`config.mk`:
```
export PLATFORM = sky130hd
export DESIGN_NAME = util_trafic_generator_flat
export DESIGN_NICKNAME = d
export VERILOG_FILES = /design/src/rtl/util_trafic_generator_if.sv /design/src/rtl/util_trafic_generator.sv /design/src/flat_wrapper.sv
export SDC_FILE = /design/constraint.sdc
export NUM_CORES = 1
export LEC_CHECK = 0
export ABC_AREA = 1
export CORE_UTILIZATION = 50
export DETAILED_ROUTE_END_ITERATION = 8
export DONT_BUFFER_PORTS = 1
export GPL_ROUTABILITY_DRIVEN = 0
export PLACE_DENSITY = 0.63
export SETUP_SLACK_MARGIN = 0.05
export SYNTH_ARGS = -nofsm -noshare
export SYNTH_HDL_FRONTEND = slang
export SYNTH_SLANG_ARGS = --single-unit
```
`constraint.sdc`:
```
create_clock -name clk -period 2.45 [get_ports clk]
set_input_delay 0.245 -clock clk [delete_from_list [all_inputs] [get_ports clk]]
set_output_delay 0.245 -clock clk [all_outputs]
set_load 0.02 [all_outputs]
```
`src/rtl/util_trafic_generator_if.sv`:
```
// ============================================================================
// Module   : util_trafic_generator_if
// Brief    : AXI4-Stream bundle carried between the traffic generator and its sink.
// Revision : 1.0
// ============================================================================
`default_nettype none

interface util_trafic_generator_if #(
    parameter int TBYTE_NUM  = 16,
    parameter int ID_WIDTH   = 5,
    parameter int DEST_WIDTH = 5
);
    logic                    tvalid;
    logic                    tready;
    logic [TBYTE_NUM*8-1:0]  tdata;
    logic [TBYTE_NUM-1:0]    tkeep;
    logic                    tlast;
    logic [ID_WIDTH-1:0]     tid;
    logic [DEST_WIDTH-1:0]   tdest;

    modport master (
        output tvalid, tdata, tkeep, tlast, tid, tdest,
        input  tready
    );

    modport slave (
        input  tvalid, tdata, tkeep, tlast, tid, tdest,
        output tready
    );
endinterface

`default_nettype wire

```
`src/rtl/util_trafic_generator.sv`:
```
// ============================================================================
// Module   : util_trafic_generator
// Brief    : Rate-paced AXI4-Stream source of incrementing data in fixed-length
//            packets, with single-shot error injection and beat/packet counters.
// Revision : 1.0
// ============================================================================
`default_nettype none

module util_trafic_generator #(
    parameter logic [63:0]           CLK_FREQ   = 64'd150_000_000,
    parameter logic [63:0]           SPEED      = 64'd150_000_000,
    parameter logic [63:0]           TBYTE_NUM  = 64'd16,
    parameter int                    ID_WIDTH   = 5,
    parameter int                    DEST_WIDTH = 5,
    parameter logic [31:0]           PKT_LEN    = 32'd256,
    parameter logic [ID_WIDTH-1:0]   ID_VAL     = '0,
    parameter logic [DEST_WIDTH-1:0] DEST_VAL   = '0
) (
    input  wire logic                   clk,
    input  wire logic                   rst,
    input  wire logic                   en,
    input  wire logic                   inject_err,
    util_trafic_generator_if.master     m_axis,
    output logic [31:0]                 beat_cnt,
    output logic [31:0]                 pkt_cnt,
    output logic                        busy
);

    localparam int          c_dw    = 8 * int'(TBYTE_NUM);
    localparam logic [63:0] c_ratio = CLK_FREQ / SPEED;
    localparam logic [31:0] c_div   = (c_ratio != 64'd0) ? (c_ratio[31:0] - 32'd1) : 32'd0;
    localparam logic [31:0] c_last  = PKT_LEN - 32'd1;

    typedef enum logic [1:0] {
        S_IDLE = 2'd0,
        S_ARM  = 2'd1,
        S_SEND = 2'd2
    } state_t;

    state_t            state_q;
    logic [31:0]       cnt_q;
    logic              pulse_q;
    logic [c_dw-1:0]   seq_q;
    logic [c_dw-1:0]   tdata_q;
    logic [31:0]       idx_q;
    logic              tvalid_q;
    logic              tlast_q;
    logic              err_pend_q;
    logic [31:0]       beat_cnt_q;
    logic [31:0]       pkt_cnt_q;

    logic              hs;
    logic              launch;
    logic              err_now;
    logic [c_dw-1:0]   seq_d;
    logic [31:0]       idx_d;

    assign hs = tvalid_q & m_axis.tready;

    // A beat launches from ARM on a pulse, or back-to-back when a handshake
    // coincides with a pulse; a pulse during a stall is simply lost.
    assign launch = en & pulse_q &
                    ((state_q == S_ARM) | ((state_q == S_SEND) & hs));

    // Pattern and index as they stand after this cycle's handshake.
    assign seq_d   = hs ? (seq_q + c_dw'(1)) : seq_q;
    assign idx_d   = hs ? (tlast_q ? 32'd0 : (idx_q + 32'd1)) : idx_q;
    assign err_now = err_pend_q | inject_err;

    // Rate pacing
    always_ff @(posedge clk) begin
        if (rst) begin
            cnt_q   <= 32'd0;
            pulse_q <= 1'b0;
        end else if (en) begin
            if (cnt_q < c_div) begin
                cnt_q   <= cnt_q + 32'd1;
                pulse_q <= 1'b0;
            end else begin
                cnt_q   <= 32'd0;
                pulse_q <= 1'b1;
            end
        end else begin
            cnt_q   <= 32'd0;
            pulse_q <= 1'b0;
        end
    end

    // Control FSM with registered tvalid
    always_ff @(posedge clk) begin
        if (rst) begin
            state_q  <= S_IDLE;
            tvalid_q <= 1'b0;
        end else begin
            case (state_q)
                S_IDLE: begin
                    if (en) begin
                        state_q <= S_ARM;
                    end
                end
                S_ARM: begin
                    if (!en) begin
                        state_q <= S_IDLE;
                    end else if (pulse_q) begin
                        state_q  <= S_SEND;
                        tvalid_q <= 1'b1;
                    end
                end
                S_SEND: begin
                    if (hs) begin
                        if (en && pulse_q) begin
                            state_q <= S_SEND;
                        end else if (en) begin
                            state_q  <= S_ARM;
                            tvalid_q <= 1'b0;
                        end else begin
                            state_q  <= S_IDLE;
                            tvalid_q <= 1'b0;
                        end
                    end
                end
                default: begin
                    state_q  <= S_IDLE;
                    tvalid_q <= 1'b0;
                end
            endcase
        end
    end

    // Datapath: pattern, framing, injection and statistics
    always_ff @(posedge clk) begin
        if (rst) begin
            seq_q      <= c_dw'(1);
            tdata_q    <= '0;
            idx_q      <= 32'd0;
            tlast_q    <= 1'b0;
            err_pend_q <= 1'b0;
            beat_cnt_q <= 32'd0;
            pkt_cnt_q  <= 32'd0;
        end else begin
            seq_q <= seq_d;
            idx_q <= idx_d;
            if (launch) begin
                tdata_q    <= seq_d ^ {{(c_dw-1){1'b0}}, err_now};
                tlast_q    <= (idx_d == c_last);
                err_pend_q <= 1'b0;
            end else if (inject_err) begin
                err_pend_q <= 1'b1;
            end
            if (hs) begin
                beat_cnt_q <= beat_cnt_q + 32'd1;
                if (tlast_q) begin
                    pkt_cnt_q <= pkt_cnt_q + 32'd1;
                end
            end
        end
    end

    assign m_axis.tvalid = tvalid_q;
    assign m_axis.tdata  = tdata_q;
    assign m_axis.tlast  = tlast_q;
    assign m_axis.tkeep  = '1;
    assign m_axis.tid    = ID_VAL;
    assign m_axis.tdest  = DEST_VAL;

    assign beat_cnt = beat_cnt_q;
    assign pkt_cnt  = pkt_cnt_q;
    assign busy     = (state_q != S_IDLE);

endmodule

`default_nettype wire

```
`src/flat_wrapper.sv`:
```
// flat-port wrapper written by rule: the top's interface ports become plain ports
module util_trafic_generator_flat 
#(
    parameter logic [63:0]           CLK_FREQ   = 64'd150_000_000,
    parameter logic [63:0]           SPEED      = 64'd150_000_000,
    parameter logic [63:0]           TBYTE_NUM  = 64'd16,
    parameter int                    ID_WIDTH   = 5,
    parameter int                    DEST_WIDTH = 5,
    parameter logic [31:0]           PKT_LEN    = 32'd256,
    parameter logic [ID_WIDTH-1:0]   ID_VAL     = '0,
    parameter logic [DEST_WIDTH-1:0] DEST_VAL   = '0
)
  (clk, rst, en, inject_err, beat_cnt, pkt_cnt, busy, m_axis_tvalid, m_axis_tdata, m_axis_tkeep, m_axis_tlast, m_axis_tid, m_axis_tdest, m_axis_tready);
  util_trafic_generator_if #(.TBYTE_NUM(TBYTE_NUM), .ID_WIDTH(ID_WIDTH), .DEST_WIDTH(DEST_WIDTH)) m_axis_i ();
  input  wire logic clk;
  input  wire logic rst;
  input  wire logic en;
  input  wire logic inject_err;
  output logic [31:0] beat_cnt;
  output logic [31:0] pkt_cnt;
  output logic busy;
  output wire logic [$bits(m_axis_i.tvalid)-1:0] m_axis_tvalid;
  output wire logic [$bits(m_axis_i.tdata)-1:0] m_axis_tdata;
  output wire logic [$bits(m_axis_i.tkeep)-1:0] m_axis_tkeep;
  output wire logic [$bits(m_axis_i.tlast)-1:0] m_axis_tlast;
  output wire logic [$bits(m_axis_i.tid)-1:0] m_axis_tid;
  output wire logic [$bits(m_axis_i.tdest)-1:0] m_axis_tdest;
  input wire logic [$bits(m_axis_i.tready)-1:0] m_axis_tready;
  assign m_axis_tvalid = m_axis_i.tvalid;
  assign m_axis_tdata = m_axis_i.tdata;
  assign m_axis_tkeep = m_axis_i.tkeep;
  assign m_axis_tlast = m_axis_i.tlast;
  assign m_axis_tid = m_axis_i.tid;
  assign m_axis_tdest = m_axis_i.tdest;
  assign m_axis_i.tready = m_axis_tready;
  util_trafic_generator #(.CLK_FREQ(CLK_FREQ), .SPEED(SPEED), .TBYTE_NUM(TBYTE_NUM), .ID_WIDTH(ID_WIDTH), .DEST_WIDTH(DEST_WIDTH), .PKT_LEN(PKT_LEN), .ID_VAL(ID_VAL), .DEST_VAL(DEST_VAL)) u_core (.clk(clk), .rst(rst), .en(en), .inject_err(inject_err), .m_axis(m_axis_i), .beat_cnt(beat_cnt), .pkt_cnt(pkt_cnt), .busy(busy));
endmodule
```
==> impl_metrics.json, run 1 <==
{
  "placed_area_um2": 19100,
  "cts_buffers": 39,
  "dp_cells": 3198,
  "synth_top_cell_area_share_pct": 39.0,
  "grt_use_total_pct": 30.9,
  "worstSetupPathType": "flop to flop",
  "end_kind": "flop",
  "yosysTopAreaCell": "dfxtp_1",
  "ys_seq_area_share_pct": 39.0,
  "synth_edf_count": 0,
  "stdcell_area_um2": 21300,
  "fin_skew_ns": 0.0133,
  "worstPathRequired_ns": 2.90,
  "cts-root-buf": "clkbuf_16",
  "avgSynthCellArea_um2": 6.69,
  "hold_slack_ns": 0.0942,
  "hp-class": "primary input to flop",
  "finalNonFillerCells": 3340,
  "fp-row-count": 69,
  "fin_crit_sh_pct": 93.4,
  "drive_above_1_share_pct": 9.38,
  "avgRoutedWirePerCell_um": 17.4,
  "area_growth_pct": 15.8,
  "report.final.slew_viol_count": 0,
  "maxCapViolCount": 0,
  "wirelength_mm": 58.1,
  "pre_cts_ws_ns": 0.212,
  "final.setup.tns_ns": 0,
  "fp.coreArea_um2": 35900,
  "worstSkewPairLatency_ns": 0.57,
  "cts.clk_slew.worst_paths_ns": 0.06,
  "fin_ws_ns": 0.161,
  "max_freq_mhz": 437,
  "port_buffers": 0,
  "slew_headroom_pct": 53.9,
  "crit_fanout": 5,
  "cts_tree": "built",
  "synth_area_leaders": "dfxtp_1 39%, nand2_1 16%, nor2_1 8.9%",
  "min-delay-start": "m_axis_tready",
  "status": "completed",
  "r2r_end": "u_core.seq_q[16]",
  "antenna_found_initial": 0,
  "finalNetCount": 2861,
  "synth_flop_cell": "dfxtp_1",
  "final_hold_viol_count": 0,
  "fin_util_pct": 59.3,
  "die_area_um2": 37500,
  "synth_cells": 2747,
  "worst_pin_slew_ns": 0.691,
  "dpl.hpwl_mm": 43.5,
  "min_period_ns": 2.29,
  "io_pins": 226,
  "rsz0062_at_grt": "true",
  "grt_pass1_wl_mm": 92.6,
  "die_h_um": 194,
  "yosys.cell_types.count": 53,
  "grt_pass1_vias": 17500,
  "die_w_um": 194,
  "firstDrtPassIters": 6,
  "setup_violations": 0,
  "irDropWorstVdd_mv": 0.395,
  "antenna_cells": 0,
  "hold_depth": 4,
  "cts_max_level": 2,
  "grt_max_degree": 124,
  "start_util_pct": 51.2,
  "ant_nets": 0,
  "synth_warnings": 0,
  "synth_area_um2": 18400,
  "clock_path_buffers": 3,
  "worstPathArrival_ns": 2.74,
  "drc": 0,
  "power.total_mw": 12.5,
  "cts.sinks": 358,
  "drt-initial-drc-count": 1440,
  "grt_overflow_total": 0,
  "ys_seq_elements": 358,
  "viasPerCell": 5.39,
  "r2r_start": "u_core.seq_q[1]",
  "crit_path_start_kind": "flop",
  "power_density_nw_per_um2": 587,
  "reg2regPathDepth": 9,
  "rrSetupSlack_ns": 0.16,
  "holdPathEnd": "u_core.beat_cnt[2]",
  "vias": 18000,
  "p_leak_nw": 7.96,
  "async_reset_ff_share_pct": 0
}
[what timing repair did]
item,4_1_cts,5_1_grt
endpoints found under the hold margin,190,0
endpoints found under the setup margin,0,51
resized for setup,0,38
hold buffers,68,0
buffers inserted,0,6
[flip-flops by register name, indices dropped and copies added (netlist names)]
name                  flops
u_core.m_axis.tvalid      1
u_core.m_axis.tlast       1
u_core.pulse_q            1
u_core.state_q            2
u_core.err_pend_q         1
u_core.m_axis.tdata     128
u_core.seq_q            128
u_core.pkt_cnt           32
u_core.idx_q             32
u_core.beat_cnt          32
[layout make-up]
class	count	area (µm²)
Inverter	294	1110
Multi-Input combinational cell	2027	9810
Clock inverter	14	264
Sequential cell	358	7190
Tap cell	461	577
Clock buffer	54	1120
Fill cell	3481	14600
Timing Repair Buffer	132	1220
[how the worst max path moves through the flow]
stage / from / to / slack, ns / depth (start not counted)
2_1_floorplan: u_core.pkt_cnt[1] / u_core.pkt_cnt[18] / 0.53 / 10
3_3_place_gp: u_core.seq_q[0] / u_core.m_axis.tdata[46] / 0.21 / 9
3_5_place_dp: u_core.seq_q[0] / u_core.m_axis.tdata[46] / 0.21 / 9
4_1_cts: u_core.idx_q[0] / u_core.idx_q[20] / 0.10 / 10
5_1_grt: u_core.idx_q[0] / u_core.idx_q[20] / -0.01 / 10
6_report: u_core.seq_q[1] / u_core.seq_q[16] / 0.16 / 9
[cell usage after synthesis, types with 5 or more instances]
cell type and count:
buf_1 7, buf_4 26, xor2_1 75, xnor2_1 27, nor3_1 116, buf_2 15
nand2_2 10, a21oi_1 75, nor4_1 10, nand2_1 780, nand3b_1 15, nor3b_1 6
dfxtp_1 358, clkbuf_1 42, nand4_1 59, nor2_4 16, and2_1 5, nand3_1 139
o21ai_0 93, inv_1 268, nor3_2 10, a31oi_1 16, inv_2 21, o21bai_1 8
o21ai_1 41, nor2_2 17, nor3_4 6, nor2_1 436
[logic make-up (layout without fill, tap and decap cells)]
logic type / count (synthesis) / in the layout / share of synthesized area [%]
xor+xnor: 102 / 102 / 4.86
simple gates: 1651 / 1651 / 40.2
other cells: 2 / 26 / 0.0408
fa+ha+maj: 4 / 4 / 0.272
buf+inv: 386 / 494 / 8.65
flops: 358 / 358 / 39.0
compound gates: 244 / 244 / 7.04
[report_power, final]
| part | total, mW | internal (mW) | switching (mW) | leakage [nW] |
|---|---|---|---|---|
| registers | 5.86 | 5.84 | 0.0264 | 2.89 |
| clock network | 6.42 | 3.95 | 2.48 | 0.681 |
| logic | 0.221 | 0.0465 | 0.174 | 4.39 |
[placed cells by master (no fill, tap or decap), types with 10 or more instances in the layout]
cell           netlist  routed
nor4_1              10      10
clkbuf_16            0      39
xor2_1              75      74
nor2_1             436     427
nand3_1            139     139
nor2_2              17      23
xnor2_1             27      27
conb_1               2      26
nand4_1             59      59
nand2_2             10      10
nand2_1            780     780
o21ai_0             93      93
o21ai_1             41      41
dfxtp_2              0      18
inv_2               21      21
dfxtp_1            358     340
a21oi_1             75      75
inv_1              268     268
dlygate4sd3_1        0      67
nand3b_1            15      15
nor3_2              10      15
nor2_4              16      19
nor3_1             116     110
buf_4               26      61
a31oi_1             16      16
[metal layers]
metal / vias up / share of wire, % / global-route usage (%)
met5: - / 0 / 0
met4: 0 / 5.2 / 15.3
met3: 166 / 8.6 / 7.03
met2: 709 / 44 / 49.5
met1: 8216 / 42 / 39.1
li1: 8910 / - / -
[critical path, cell delays in order (launching register included)]
cell	delay, ns
dfxtp_1	0.38
ha_2	0.23
nand3_4	0.13
nor2_8	0.15
nand2_4	0.10
nor2_1	0.21
nand2_1	0.15
xor2_1	0.21
nor2_1	0.06
dlygate4sd3_1	0.56
(Power assumes the default switching activity.)
==> inputs of run 2 (changes only) <==
- CTS_BUF_LIST: not set -> sky130_fd_sc_hd__clkbuf_16
==> impl_metrics.json, run 2 (same netlist as run 1, synthesis figures left out) <==
{
  "viasPerCell": 5.38,
  "clock_path_buffers": 3,
  "fp-row-count": 69,
  "drive_above_1_share_pct": 9.21,
  "status": "completed",
  "worst_pin_slew_ns": 0.711,
  "cts_buffers": 39,
  "finalNetCount": 2860,
  "worstSetupPathType": "flop to flop",
  "hp-class": "primary input to flop",
  "final_cell_mix": "779 x nand2_1, 427 x nor2_1, 339 x dfxtp_1",
  "pre_cts_ws_ns": 0.212,
  "die_h_um": 194,
  "drc": 0,
  "fp.coreArea_um2": 35900,
  "final_hold_viol_count": 0,
  "grt_max_degree": 124,
  "worstPathArrival_ns": 2.73,
  "dpl.hpwl_mm": 43.5,
  "irDropWorstVdd_mv": 0.393,
  "fin_ws_ns": 0.161,
  "firstDrtPassIters": 6,
  "cts_tree": "built",
  "crit_path_start_kind": "flop",
  "port_buffers": 0,
  "nFillCells": 3480,
  "slew_headroom_pct": 52.6,
  "grt_pass1_vias": 17400,
  "report.final.slew_viol_count": 0,
  "p_leak_nw": 7.94,
  "power.total_mw": 12.2,
  "cts.sinks": 358,
  "area_growth_pct": 15.4,
  "die_area_um2": 37500,
  "start_util_pct": 51.2,
  "multiInputGateArea_um2": 9840,
  "fin_crit_sh_pct": 93.4,
  "cts-root-buf": "clkbuf_16",
  "die_w_um": 194,
  "worstSkewPairLatency_ns": 0.56,
  "end_kind": "flop",
  "wirelength_mm": 58.1,
  "avgRoutedWirePerCell_um": 17.4,
  "power_density_nw_per_um2": 573,
  "rsz0062_at_grt": "false",
  "ant_nets": 0,
  "grt_pass1_wl_mm": 92.6,
  "layout_commonest_cell": "nand2_1",
  "grt_overflow_total": 0,
  "io_pins": 226,
  "final.setup.tns_ns": 0,
  "worstPathRequired_ns": 2.89,
  "min_period_ns": 2.29,
  "max_freq_mhz": 437,
  "crit_fanout": 6,
  "fin_skew_ns": 0.0145,
  "maxCapViolCount": 0,
  "cts_max_level": 2,
  "antenna_cells": 0,
  "setup_violations": 0,
  "ff_latch_area_um2": 7190,
  "antenna_found_initial": 0,
  "drt-initial-drc-count": 1574,
  "cts.clk_slew.worst_paths_ns": 0.06,
  "vias": 18000,
  "grt_use_total_pct": 30.9,
  "fin_util_pct": 59.1
}
-- run 2: worst max-delay path: stages, from the launching register on --
cell and delay (ns):
dfxtp_1 0.41, ha_2 0.24, nand3_4 0.14, nor2_8 0.15, nand2_4 0.10, nor2_8 0.20, nand2_1 0.16, xor2_2 0.17
nor2_1 0.06, dlygate4sd3_1 0.55
-- run 2: what timing repair did --
action,in CTS,in global routing
buffers inserted,0,5
hold buffers,68,0
endpoints found under the hold margin,190,0
resized for setup,0,46
endpoints found under the setup margin,0,51
-- run 2: path summary, 6_finish.rpt --
| kind | depth (start not counted) | from | slack [ns] | endpoint |
|---|---|---|---|---|
| max | 9 | u_core.seq_q[0] | 0.16 | u_core.seq_q[18] |
| max reg2reg | 9 | u_core.seq_q[0] | 0.16 | u_core.seq_q[18] |
| min reg2reg | 2 | u_core.seq_q[71] | 0.51 | u_core.seq_q[71] |
| min | 4 | m_axis_tready | 0.1 | u_core.beat_cnt[2] |
-- run 2: report_power, final --
group / internal [mW] / leakage, nW / total (mW) / switching, mW
Sequential: 5.83 / 2.89 / 5.86 / 0.0264
Clock: 3.64 / 0.655 / 6.09 / 2.45
Combinational: 0.0464 / 4.39 / 0.221 / 0.175
-- run 2: per-stage QoR --
| step | cell area (µm²) | std cells | hold WS (ns) |
|---|---|---|---|
| finish | 21200 | 3339 | 0.0970 |
| global route | 21200 | 3339 | 0.107 |
| CTS | 21100 | 3334 | 0.0725 |
| detailed placement | 19100 | 3198 | 0.333 |
| global placement | 19100 | 3198 | 0.334 |
| floorplan | 18500 | 2771 | 0.381 |
-- run 2: final cells by class --
type | instances | area share (%)
tap | 461 | 2.72
sequential | 358 | 33.9
clock buffer | 39 | 4.60
inverter | 294 | 5.23
multi-input combinational | 2027 | 46.4
timing repair buffer | 131 | 5.69
clock inverter | 29 | 1.51
-- run 2: per-layer routing --
layer / vias up / routed length, µm / track usage (%)
li1: 8909 / - / -
met1: 8179 / 24700 / 39.0
met2: 710 / 25500 / 49.5
met3: 165 / 4880 / 6.96
met4: 0 / 3020 / 15.3
met5: - / 0 / 0
